$ cat src/rtl/dds_sweep_if.sv
// Sweep controller bundle between the control logic (master) and the sweep
// sequencer (slave).
//   master drives : start, abort, mode, f_start, f_stop, f_step, dwell
//   slave drives  : P, val_out, ena_ac, busy, done, wrap, err
interface dds_sweep_if #(
  parameter int unsigned M = 24,
  parameter int unsigned D = 16
) ();

  logic         start;
  logic         abort;
  logic [1:0]   mode;
  logic [M-1:0] f_start;
  logic [M-1:0] f_stop;
  logic [M-1:0] f_step;
  logic [D-1:0] dwell;

  logic [M-1:0] P;
  logic         val_out;
  logic         ena_ac;
  logic         busy;
  logic         done;
  logic         wrap;
  logic         err;

  modport master (
    output start, abort, mode, f_start, f_stop, f_step, dwell,
    input  P, val_out, ena_ac, busy, done, wrap, err
  );

  modport slave (
    input  start, abort, mode, f_start, f_stop, f_step, dwell,
    output P, val_out, ena_ac, busy, done, wrap, err
  );

endinterface

$ cat src/rtl/dds_sweep_ctrl.sv
// Phase-increment sequencer feeding a DDS: produces a stepped linear chirp
// (single, repeating sawtooth or continuous triangle) as M-bit tuning words.
//   clk    : system clock, rising edge
//   rst_n  : asynchronous active-low reset
//   sw     : dds_sweep_if.slave
//            in  start/abort/mode/f_start/f_stop/f_step/dwell
//            out P (tuning word), val_out (DDS val_in), ena_ac (accumulator
//                enable), busy, done/wrap/err (one-cycle pulses)
// Every output comes straight from a flop.
module dds_sweep_ctrl #(
  parameter int unsigned M = 24,
  parameter int unsigned D = 16
) (
  input  logic       clk,
  input  logic       rst_n,
  dds_sweep_if.slave sw
);

  localparam int unsigned MX = M + 1;

  localparam logic [1:0] MODE_SINGLE = 2'b00;
  localparam logic [1:0] MODE_REPEAT = 2'b01;
  localparam logic [1:0] MODE_TRI    = 2'b10;
  localparam logic [1:0] MODE_RSVD   = 2'b11;

  typedef enum logic [1:0] {
    S_IDLE = 2'd0,
    S_HOLD = 2'd1,
    S_DONE = 2'd2
  } state_e;

  typedef enum logic {
    DIR_UP = 1'b0,
    DIR_DN = 1'b1
  } dir_e;

  state_e       state_q, state_d;
  dir_e         dir_q, dir_d;
  logic [M-1:0] p_q, p_d;
  logic [D-1:0] cnt_q, cnt_d;
  logic [1:0]   mode_q, mode_d;
  logic [M-1:0] fstart_q, fstart_d;
  logic [M-1:0] fstop_q, fstop_d;
  logic [M-1:0] fstep_q, fstep_d;
  logic [D-1:0] dwell_q, dwell_d;
  logic         val_q, val_d;
  logic         ena_q, ena_d;
  logic         busy_q, busy_d;
  logic         done_q, done_d;
  logic         wrap_q, wrap_d;
  logic         err_q, err_d;

  logic [MX-1:0] sum_c;
  logic [MX-1:0] diff_c;
  logic [M-1:0]  up_next_c;
  logic [M-1:0]  dn_next_c;
  logic          reject_c;

  // Saturating neighbours of P; the extra bit keeps both the sum and the
  // borrow from wrapping, so near-full-range settings clamp correctly.
  always_comb begin
    sum_c     = MX'(p_q) + MX'(fstep_q);
    diff_c    = MX'(p_q) - MX'(fstep_q);
    up_next_c = (sum_c > MX'(fstop_q)) ? fstop_q : sum_c[M-1:0];
    dn_next_c = (diff_c[M] || (diff_c[M-1:0] < fstart_q)) ? fstart_q : diff_c[M-1:0];
  end

  // Configurations that can never produce a valid sweep.
  assign reject_c = (sw.mode == MODE_RSVD) || (sw.f_step == '0) || (sw.f_start > sw.f_stop);

  // State register and all registered outputs.
  always_ff @(posedge clk or negedge rst_n) begin
    if (!rst_n) begin
      state_q  <= S_IDLE;
      dir_q    <= DIR_UP;
      p_q      <= '0;
      cnt_q    <= '0;
      mode_q   <= MODE_SINGLE;
      fstart_q <= '0;
      fstop_q  <= '0;
      fstep_q  <= '0;
      dwell_q  <= '0;
      val_q    <= 1'b0;
      ena_q    <= 1'b0;
      busy_q   <= 1'b0;
      done_q   <= 1'b0;
      wrap_q   <= 1'b0;
      err_q    <= 1'b0;
    end else begin
      state_q  <= state_d;
      dir_q    <= dir_d;
      p_q      <= p_d;
      cnt_q    <= cnt_d;
      mode_q   <= mode_d;
      fstart_q <= fstart_d;
      fstop_q  <= fstop_d;
      fstep_q  <= fstep_d;
      dwell_q  <= dwell_d;
      val_q    <= val_d;
      ena_q    <= ena_d;
      busy_q   <= busy_d;
      done_q   <= done_d;
      wrap_q   <= wrap_d;
      err_q    <= err_d;
    end
  end

  // Next-state, step rule and next output values.
  always_comb begin
    state_d  = state_q;
    dir_d    = dir_q;
    p_d      = p_q;
    cnt_d    = cnt_q;
    mode_d   = mode_q;
    fstart_d = fstart_q;
    fstop_d  = fstop_q;
    fstep_d  = fstep_q;
    dwell_d  = dwell_q;
    wrap_d   = 1'b0;
    err_d    = 1'b0;

    case (state_q)
      S_IDLE: begin
        if (sw.start && !sw.abort) begin
          if (reject_c) begin
            err_d = 1'b1;
          end else begin
            mode_d   = sw.mode;
            fstart_d = sw.f_start;
            fstop_d  = sw.f_stop;
            fstep_d  = sw.f_step;
            dwell_d  = sw.dwell;
            p_d      = sw.f_start;
            dir_d    = DIR_UP;
            cnt_d    = sw.dwell;
            state_d  = S_HOLD;
          end
        end
      end

      S_HOLD: begin
        if (sw.abort) begin
          state_d = S_IDLE;
        end else if (cnt_q != '0) begin
          cnt_d = cnt_q - D'(1);
        end else begin
          cnt_d = dwell_q;
          if (dir_q == DIR_UP) begin
            if (p_q != fstop_q) begin
              p_d = up_next_c;
            end else begin
              // Top endpoint has had its full dwell.
              case (mode_q)
                MODE_REPEAT: begin
                  p_d    = fstart_q;
                  wrap_d = 1'b1;
                end
                MODE_TRI: begin
                  dir_d  = DIR_DN;
                  p_d    = dn_next_c;
                  wrap_d = 1'b1;
                end
                MODE_SINGLE: state_d = S_DONE;
                default:     state_d = S_DONE;
              endcase
            end
          end else if (p_q != fstart_q) begin
            p_d = dn_next_c;
          end else begin
            // Bottom turn of a triangle: step straight back up.
            dir_d  = DIR_UP;
            p_d    = up_next_c;
            wrap_d = 1'b1;
          end
        end
      end

      S_DONE:  state_d = S_IDLE;
      default: state_d = S_IDLE;
    endcase

    val_d  = (state_d == S_HOLD);
    ena_d  = (state_d == S_HOLD);
    busy_d = (state_d == S_HOLD);
    done_d = (state_d == S_DONE);
  end

  assign sw.P       = p_q;
  assign sw.val_out = val_q;
  assign sw.ena_ac  = ena_q;
  assign sw.busy    = busy_q;
  assign sw.done    = done_q;
  assign sw.wrap    = wrap_q;
  assign sw.err     = err_q;

endmodule
$ cat src/flat_wrapper.sv
// flat-port wrapper written by rule: the top's interface ports become plain ports
module dds_sweep_ctrl_flat 
#(
  parameter int unsigned M = 24,
  parameter int unsigned D = 16
)
  (clk, rst_n, sw_start, sw_abort, sw_mode, sw_f_start, sw_f_stop, sw_f_step, sw_dwell, sw_P, sw_val_out, sw_ena_ac, sw_busy, sw_done, sw_wrap, sw_err);
  dds_sweep_if #(.M(M), .D(D)) sw_i ();
  input  logic clk;
  input  logic rst_n;
  input wire logic [$bits(sw_i.start)-1:0] sw_start;
  input wire logic [$bits(sw_i.abort)-1:0] sw_abort;
  input wire logic [$bits(sw_i.mode)-1:0] sw_mode;
  input wire logic [$bits(sw_i.f_start)-1:0] sw_f_start;
  input wire logic [$bits(sw_i.f_stop)-1:0] sw_f_stop;
  input wire logic [$bits(sw_i.f_step)-1:0] sw_f_step;
  input wire logic [$bits(sw_i.dwell)-1:0] sw_dwell;
  output wire logic [$bits(sw_i.P)-1:0] sw_P;
  output wire logic [$bits(sw_i.val_out)-1:0] sw_val_out;
  output wire logic [$bits(sw_i.ena_ac)-1:0] sw_ena_ac;
  output wire logic [$bits(sw_i.busy)-1:0] sw_busy;
  output wire logic [$bits(sw_i.done)-1:0] sw_done;
  output wire logic [$bits(sw_i.wrap)-1:0] sw_wrap;
  output wire logic [$bits(sw_i.err)-1:0] sw_err;
  assign sw_i.start = sw_start;
  assign sw_i.abort = sw_abort;
  assign sw_i.mode = sw_mode;
  assign sw_i.f_start = sw_f_start;
  assign sw_i.f_stop = sw_f_stop;
  assign sw_i.f_step = sw_f_step;
  assign sw_i.dwell = sw_dwell;
  assign sw_P = sw_i.P;
  assign sw_val_out = sw_i.val_out;
  assign sw_ena_ac = sw_i.ena_ac;
  assign sw_busy = sw_i.busy;
  assign sw_done = sw_i.done;
  assign sw_wrap = sw_i.wrap;
  assign sw_err = sw_i.err;
  dds_sweep_ctrl #(.M(M), .D(D)) u_core (.clk(clk), .rst_n(rst_n), .sw(sw_i));
endmodule
$ cat config.mk
export PLATFORM = sky130hd
export DESIGN_NAME = dds_sweep_ctrl_flat
export DESIGN_NICKNAME = d
export VERILOG_FILES = /design/src/rtl/dds_sweep_if.sv /design/src/rtl/dds_sweep_ctrl.sv /design/src/flat_wrapper.sv
export SDC_FILE = /design/constraint.sdc
export NUM_CORES = 1
export LEC_CHECK = 0
export ABC_AREA = 1
export CAP_MARGIN = 40
export CORE_AREA = 2 2 148 150
export CTS_BUF_LIST = sky130_fd_sc_hd__clkbuf_8
export DETAILED_ROUTE_END_ITERATION = 8
export DIE_AREA = 0 0 150 152
export HOLD_SLACK_MARGIN = 0.12
export PLACE_DENSITY = 0.95
export SYNTH_ARGS = -nofsm -noshare
export SYNTH_HDL_FRONTEND = slang
export SYNTH_SLANG_ARGS = --single-unit
$ cat constraint.sdc
create_clock -name clk -period 5.7 [get_ports clk]
set_input_delay 0.855 -clock clk [delete_from_list [all_inputs] [get_ports clk]]
set_output_delay 0.855 -clock clk [all_outputs]
set_load 0.03 [all_outputs]
---- After elaboration in Yosys (flattened, before gate mapping) ----
Index checks and enable logic that the tools add are counted.
word-level totals
  bits in registers ....................... 137
  output and inout bits ................... 30
  input port bits ......................... 94
operators by class
  reduce and logical (&&, ||, !) cells .... 14
  eq/ne operators ......................... 13
  mux-type cells .......................... 43
  bitwise operators ....................... 1
  $add $sub $neg .......................... 3
  magnitude comparators ................... 3
operators with widths
  operator                                             number
  2-to-1 mux 24 bit                                    9
  case mux 24 bit (2 select lines)                     2
  2-to-1 mux 16 bit                                    4
  != test 24 bit                                       2
  case mux 16 bit (2 select lines)                     1
  adder 24 x 24 -> 25 bit                              1
  greater-than comparator 25 x 24 -> 1 bit             1
  subtractor 24 x 24 -> 25 bit                         1
  greater-than comparator 24 bit                       1
  logical NOT 24 bit                                   1
  less-than comparator 24 bit                          1
  2-to-1 mux 1 bit                                     18
  nonzero test 16 bit                                  1
  subtractor 16 x 1 -> 16 bit, second input constant   1
  2-to-1 mux 2 bit                                     7
  equality test 2 x 1 -> 1 bit, second input constant  3
  equality test 2 bit, second input constant           3
  != test 2 bit, second input constant                 3
  AND reduction 6 bit                                  1
  != test 5 x 3 -> 1 bit, second input constant        1
  AND reduction 5 bit                                  1
  case mux 2 bit (2 select lines)                      1
  AND reduction 4 bit                                  1
  logical OR 1 bit                                     3
  9 further kinds                                      9

---- Logic depth before layout (Yosys ltp) ----
  depth after elaboration ................. 10
  depth in mapped cells ................... 36

---- Least setup slack after synthesis ----
OpenSTA, ideal clock, no wires.
  path type ............................... reg2reg
  start point ............................. reg u_core.p_q[0], in the netlist u_core.sw.P[0]
  end point ............................... reg u_core.p_q[11], in the netlist u_core.sw.P[11]
  data required time ...................... 5583 ps
  arrival ................................. 3821 ps
  path slack .............................. 1761 ps
  period minus slack after synthesis ...... 3939 ps
  stages on the path, launching flop included .. 29
  buffers on the path ..................... 1
  library setup time ...................... 117 ps
  cells stage by stage .................... dfrtp_1 > ha_1 > inv_1 > fa_1 > inv_1 > nand3_1 > nand2_2 > nand2_2 > o21ai_2 > nand2_1 > nand2_2 > xor2_1 > inv_1 > ha_1 > a21oi_1 > o21ai_0 > a21oi_1 > nand2_1 > nand2_1 > nand3_1 > nand2_1 > clkbuf_1 > nand3_1 > nand3_1 > nand3_1 > inv_1 > nand2_1 > nand2_1 > nand2_1
between the ends
  cells in the longest elaborated chain, start to end .. 10
  elaborated cells on any way between the ends .. 18
RTL lines
  item                              RTL line               text
  from (decl)                       dds_sweep_ctrl.sv:39   logic [M-1:0] p_q, p_d;
  from (signal assigned)            dds_sweep_ctrl.sv:92   p_q <= p_d;
  subtractor 24 x 24 -> 25 bit      dds_sweep_ctrl.sv:63   diff_c = MX'(p_q) - MX'(fstep_q);
  less-than comparator 24 bit       dds_sweep_ctrl.sv:65   dn_next_c = (diff_c[M] || (diff_c[M-1:0] < fstart_q)) ? fstart_q : diff_c[M-1:0];
  logical OR 1 bit                  dds_sweep_ctrl.sv:65
  2-to-1 mux 24 bit                 dds_sweep_ctrl.sv:65
  case mux 24 bit (2 select lines)  dds_sweep_ctrl.sv:153  case (mode_q)
  2-to-1 mux 24 bit                 dds_sweep_ctrl.sv:149  if (p_q != fstop_q) begin
  2-to-1 mux 24 bit                 dds_sweep_ctrl.sv:148  if (dir_q == DIR_UP) begin
  2-to-1 mux 24 bit                 dds_sweep_ctrl.sv:144  end else if (cnt_q != '0) begin
  2-to-1 mux 24 bit                 dds_sweep_ctrl.sv:142  if (sw.abort) begin
  case mux 24 bit (2 select lines)  dds_sweep_ctrl.sv:122  case (state_q)
Several ways; a longest one is shown, not always the timed one. The select of a mux whose other input is x is not followed.
A chain may end at the register's enable or synchronous reset.

---- Worst setup path in the final report ----
  start point ............................. reg u_core.p_q[1], in the netlist u_core.sw.P[1]
  end point ............................... reg u_core.p_q[9], in the netlist u_core.sw.P[9]
The elaborated chain is that of the path after synthesis.

==> metrics.txt <==
type of the tightest min-delay check=in2async; worst slew margin relative to its limit=0.464; result of the run=finished, violations left; Port Buffers=approximately 120; number of core rows=between 50 and 60; floorplan die height=between 150 and 200 µm; kind of end point of the critical path=flop; synthesis-stage register bit count=about 140; Req. time, crit path=approximately 6 ns; total number of clock tree sinks=approximately 140; crit path kind=reg2reg; number of global-route vias before repair=14800; cts repair resizes=0; highest attainable clock frequency=slightly above 200 MHz; arrival time at the worst endpoint=between 5 and 6 ns; final critical delay including setup and external delays=about 4.9 ns; grt ovf=0; fraction of final layout cells sized beyond drive strength 1=0.0411; reg-to-reg slack, setup=between 0.8 and 0.9 ns; cell count after placement=2511; number of antenna violations at the first check in global routing=1; clock input transition at the sequential cells of the worst setup and hold paths=roughly 0.090 ns; Hold Buf Count CTS=0; failing checks=DRC; category of the worst setup path launch point=flop; highest fanout seen on the critical path=24; number of buffers inserted to repair setup after CTS=0; synthesized netlist net count=2389; final core utilization=0.720; global-route wire length before repair=72000 µm; number of nets in the final layout=2467; dominant register cell in the synthesized netlist=sky130_fd_sc_hd__dfrtp_1; final wirelength=between 40000 and 50000 µm; Cell variety after synth=47; clock skew after layout=between 0.03 and 0.04 ns; count of placed standard cells in the final layout, fillers left out=2544; Iter 0 DRT Violations=around 2100; number of top-level design ports=about 120; setup TNS after final layout=0 ns; maximum number of pins on one net before global-route repair=about 180; slew of the pin with the lowest slew margin=around 0.8 ns; synthesized area per cell=about 6.3 µm²; clk_lat worst skew=0.49 ns; initial cell density of the core=0.636; multi-input gate area in the final layout=between 0.008 and 0.009 mm²; Post-synth EDFFs=0; drt via density=roughly 6.0; pwr dens=between 600 and 700 mW/mm²; max-cap check violation count=0; router iterations before antenna repair=9; fill count=between 1500 and 2000; area growth from synthesis to layout=13.3%; leakage power of the design=between 0.008 and 0.009 µW; VDD IR max=slightly above 0.3 mV; total half-perimeter wirelength after legalization and detailed placement=approximately 34000 µm; Die Outline Area=roughly 0.023 mm²; Root Buffer Master=sky130_fd_sc_hd__clkbuf_8; DR vias=15300; endpoints failing setup=0; critical register-to-register path endpoint=u_core.sw.P[9]$_DFFE_PN0P_; post-DR wirelength/cell=approximately 18 µm; Netlist Area Pre-Place=~0.014 mm²; clock buffer depth=2; Routability Congestion=1.07; width of the die=150 µm; area occupied by registers=approximately 0.0034 mm²; synthesized netlist cell count=roughly 2200; RSZ-0062 raised after global routing=no; H-tree depth=4; TritonCTS clock tree=built; number of nets with antenna violations after routing=0; reg-to-reg critical path startpoint=u_core.sw.P[1]$_DFFE_PN0P_; YS warnings=0; fraction of synthesis flops using an asynchronous set or reset pin=1.00; all-layer global routing usage=0.396; count of final hold-check violations=0; Slew Viols, Final=0; worst r2r path cells=27; share of synthesized area occupied by flip-flops and latches=0.253; number of CTS-inserted buffers=17; number of remaining DRC errors=4; post-route clock period utilization=0.851; Placeable Area=roughly 0.021 mm²
-- cell type report --
type / count / share of cell area
Multi-Input combinational cell: 1596 / 0.547
Inverter: 356 / 0.0869
Sequential cell: 137 / 0.223
Clock buffer: 18 / 0.0161
Clock inverter: 14 / 0.0104
Timing Repair Buffer: 142 / 0.0941
Antenna cell: 1 / 0.000163
Tap cell: 280 / 0.0228
-- layer usage --
layer  GRT usage  wire length, µm
met1       0.496            16500
met2       0.624            20100
met3       0.101             5690
met4       0.214             2820
met5           0                0
-- cell usage in the layout, fill, tap and decap left out, drive strengths merged, types with 2 or more instances in the layout --
cell type and n:
clkinv 7, nor2 172, nor4 7, bufinv 2, clkdlybuf4s50 122, nand3b 4, clkbuf 18, o21a 2
o21bai 4, nand2 667, o211ai 6, a21o 3, dfrtp 137, fa 2, nand3 177, clkinvlp 2
inv 359, buf 20, xnor2 26, nand4 35, o21ai 143, a31oi 6, ha 121, or2 15
mux2 3, a21oi 129, a21boi 3, xor2 41, o22ai 3, nor3 24
-- cells in the mapped netlist (10+ instances only) --
| library cell | number | share of area |
|---|---|---|
| sky130_fd_sc_hd__buf_1 | 10 | 0.0028 |
| sky130_fd_sc_hd__xor2_1 | 41 | 0.026 |
| sky130_fd_sc_hd__buf_4 | 16 | 0.0088 |
| sky130_fd_sc_hd__clkbuf_1 | 34 | 0.0094 |
| sky130_fd_sc_hd__inv_1 | 342 | 0.095 |
| sky130_fd_sc_hd__nand4_1 | 35 | 0.016 |
| sky130_fd_sc_hd__xnor2_1 | 26 | 0.017 |
| sky130_fd_sc_hd__nand3_1 | 174 | 0.064 |
| sky130_fd_sc_hd__nor2_1 | 169 | 0.047 |
| sky130_fd_sc_hd__o21ai_0 | 133 | 0.049 |
| sky130_fd_sc_hd__buf_2 | 20 | 0.0074 |
| sky130_fd_sc_hd__nor3_1 | 23 | 0.0085 |
| sky130_fd_sc_hd__ha_1 | 121 | 0.11 |
| sky130_fd_sc_hd__a21oi_1 | 125 | 0.046 |
| sky130_fd_sc_hd__nand2_1 | 658 | 0.18 |
| sky130_fd_sc_hd__dfrtp_1 | 137 | 0.25 |
-- per-stage QoR --
stage / cell area, µm² / setup slack, ns / total power (µW) / hold WS (ns)
after floorplan: 13600 / 1.76 / 6520 / 0.448
after global placement: 14900 / 1.12 / 8100 / 0.462
after detailed placement: 15000 / 1.05 / 8380 / 0.470
after CTS: 15400 / 1.04 / 9350 / 0.125
after global routing: 15400 / 0.494 / 10400 / 0.133
final: 15400 / 0.847 / 9690 / 0.138
-- power by group --
group	switching (µW)	leakage, µW	internal, µW
sequential	413	0.00165	1270
clock	468	0.000205	412
combinational	4790	0.00652	2330
-- worst max-delay path: stages, from the launching register on --
cell	delay (ns)
sky130_fd_sc_hd__dfrtp_1	0.63
sky130_fd_sc_hd__inv_1	0.18
sky130_fd_sc_hd__fa_1	0.48
sky130_fd_sc_hd__inv_1	0.13
sky130_fd_sc_hd__nand3_1	0.10
sky130_fd_sc_hd__nand2_2	0.12
sky130_fd_sc_hd__nand2_2	0.07
sky130_fd_sc_hd__o21ai_2	0.23
sky130_fd_sc_hd__nand2_1	0.10
sky130_fd_sc_hd__nand2_2	0.13
sky130_fd_sc_hd__xor2_1	0.25
sky130_fd_sc_hd__inv_1	0.07
sky130_fd_sc_hd__ha_1	0.30
sky130_fd_sc_hd__nand2_1	0.08
sky130_fd_sc_hd__nor3_1	0.27
sky130_fd_sc_hd__nand2_1	0.09
sky130_fd_sc_hd__nand2_1	0.06
sky130_fd_sc_hd__nand2_1	0.05
sky130_fd_sc_hd__nand3_1	0.07
sky130_fd_sc_hd__nand2_1	0.30
sky130_fd_sc_hd__nand2_4	0.43
sky130_fd_sc_hd__nand2_1	0.13
sky130_fd_sc_hd__nand3_1	0.11
sky130_fd_sc_hd__nand3_1	0.08
sky130_fd_sc_hd__inv_1	0.10
sky130_fd_sc_hd__nand2_1	0.06
sky130_fd_sc_hd__nand2_1	0.05
sky130_fd_sc_hd__nand2_1	0.05
-- kinds of logic after synthesis --
| kind of cell | count (synthesis) | share of synthesized area |
|---|---|---|
| and+or+nand+nor | 1102 | 0.340 |
| muxes | 3 | 0.00249 |
| AOI/OAI and AO/OA | 301 | 0.118 |
| DFF | 137 | 0.253 |
| buffers and inverters | 439 | 0.129 |
| xor gates and xnor gates | 67 | 0.0432 |
| adders and majority gates | 123 | 0.114 |
-- worst max-delay path by stage --
stage,from,endpoint,slack [ns],cells after the start
global route,u_core.sw.P[0]$_DFFE_PN0P_,u_core.sw.P[19]$_DFFE_PN0P_,0.49,28
CTS,u_core.sw.P[0]$_DFFE_PN0P_,u_core.sw.P[0]$_DFFE_PN0P_,1.04,28
detailed placement,u_core.sw.P[0]$_DFFE_PN0P_,u_core.sw.P[0]$_DFFE_PN0P_,1.05,28
floorplan,u_core.sw.P[0]$_DFFE_PN0P_,u_core.sw.P[11]$_DFFE_PN0P_,1.76,28
finish,u_core.sw.P[1]$_DFFE_PN0P_,u_core.sw.P[9]$_DFFE_PN0P_,0.85,27
global placement,u_core.sw.P[1]$_DFFE_PN0P_,u_core.sw.P[0]$_DFFE_PN0P_,1.12,27
-- state kept, by name (all words and copies together) (netlist names) --
signal / flops
u_core.sw.err: 1
u_core.sw.val_out: 1
u_core.fstep_q: 24
u_core.state_q: 2
u_core.dwell_q: 16
u_core.sw.wrap: 1
u_core.dir_q: 1
u_core.sw.P: 24
u_core.fstop_q: 24
u_core.cnt_q: 16
u_core.fstart_q: 24
u_core.sw.done: 1
u_core.mode_q: 2
Power figures use the tool's default switching activity.
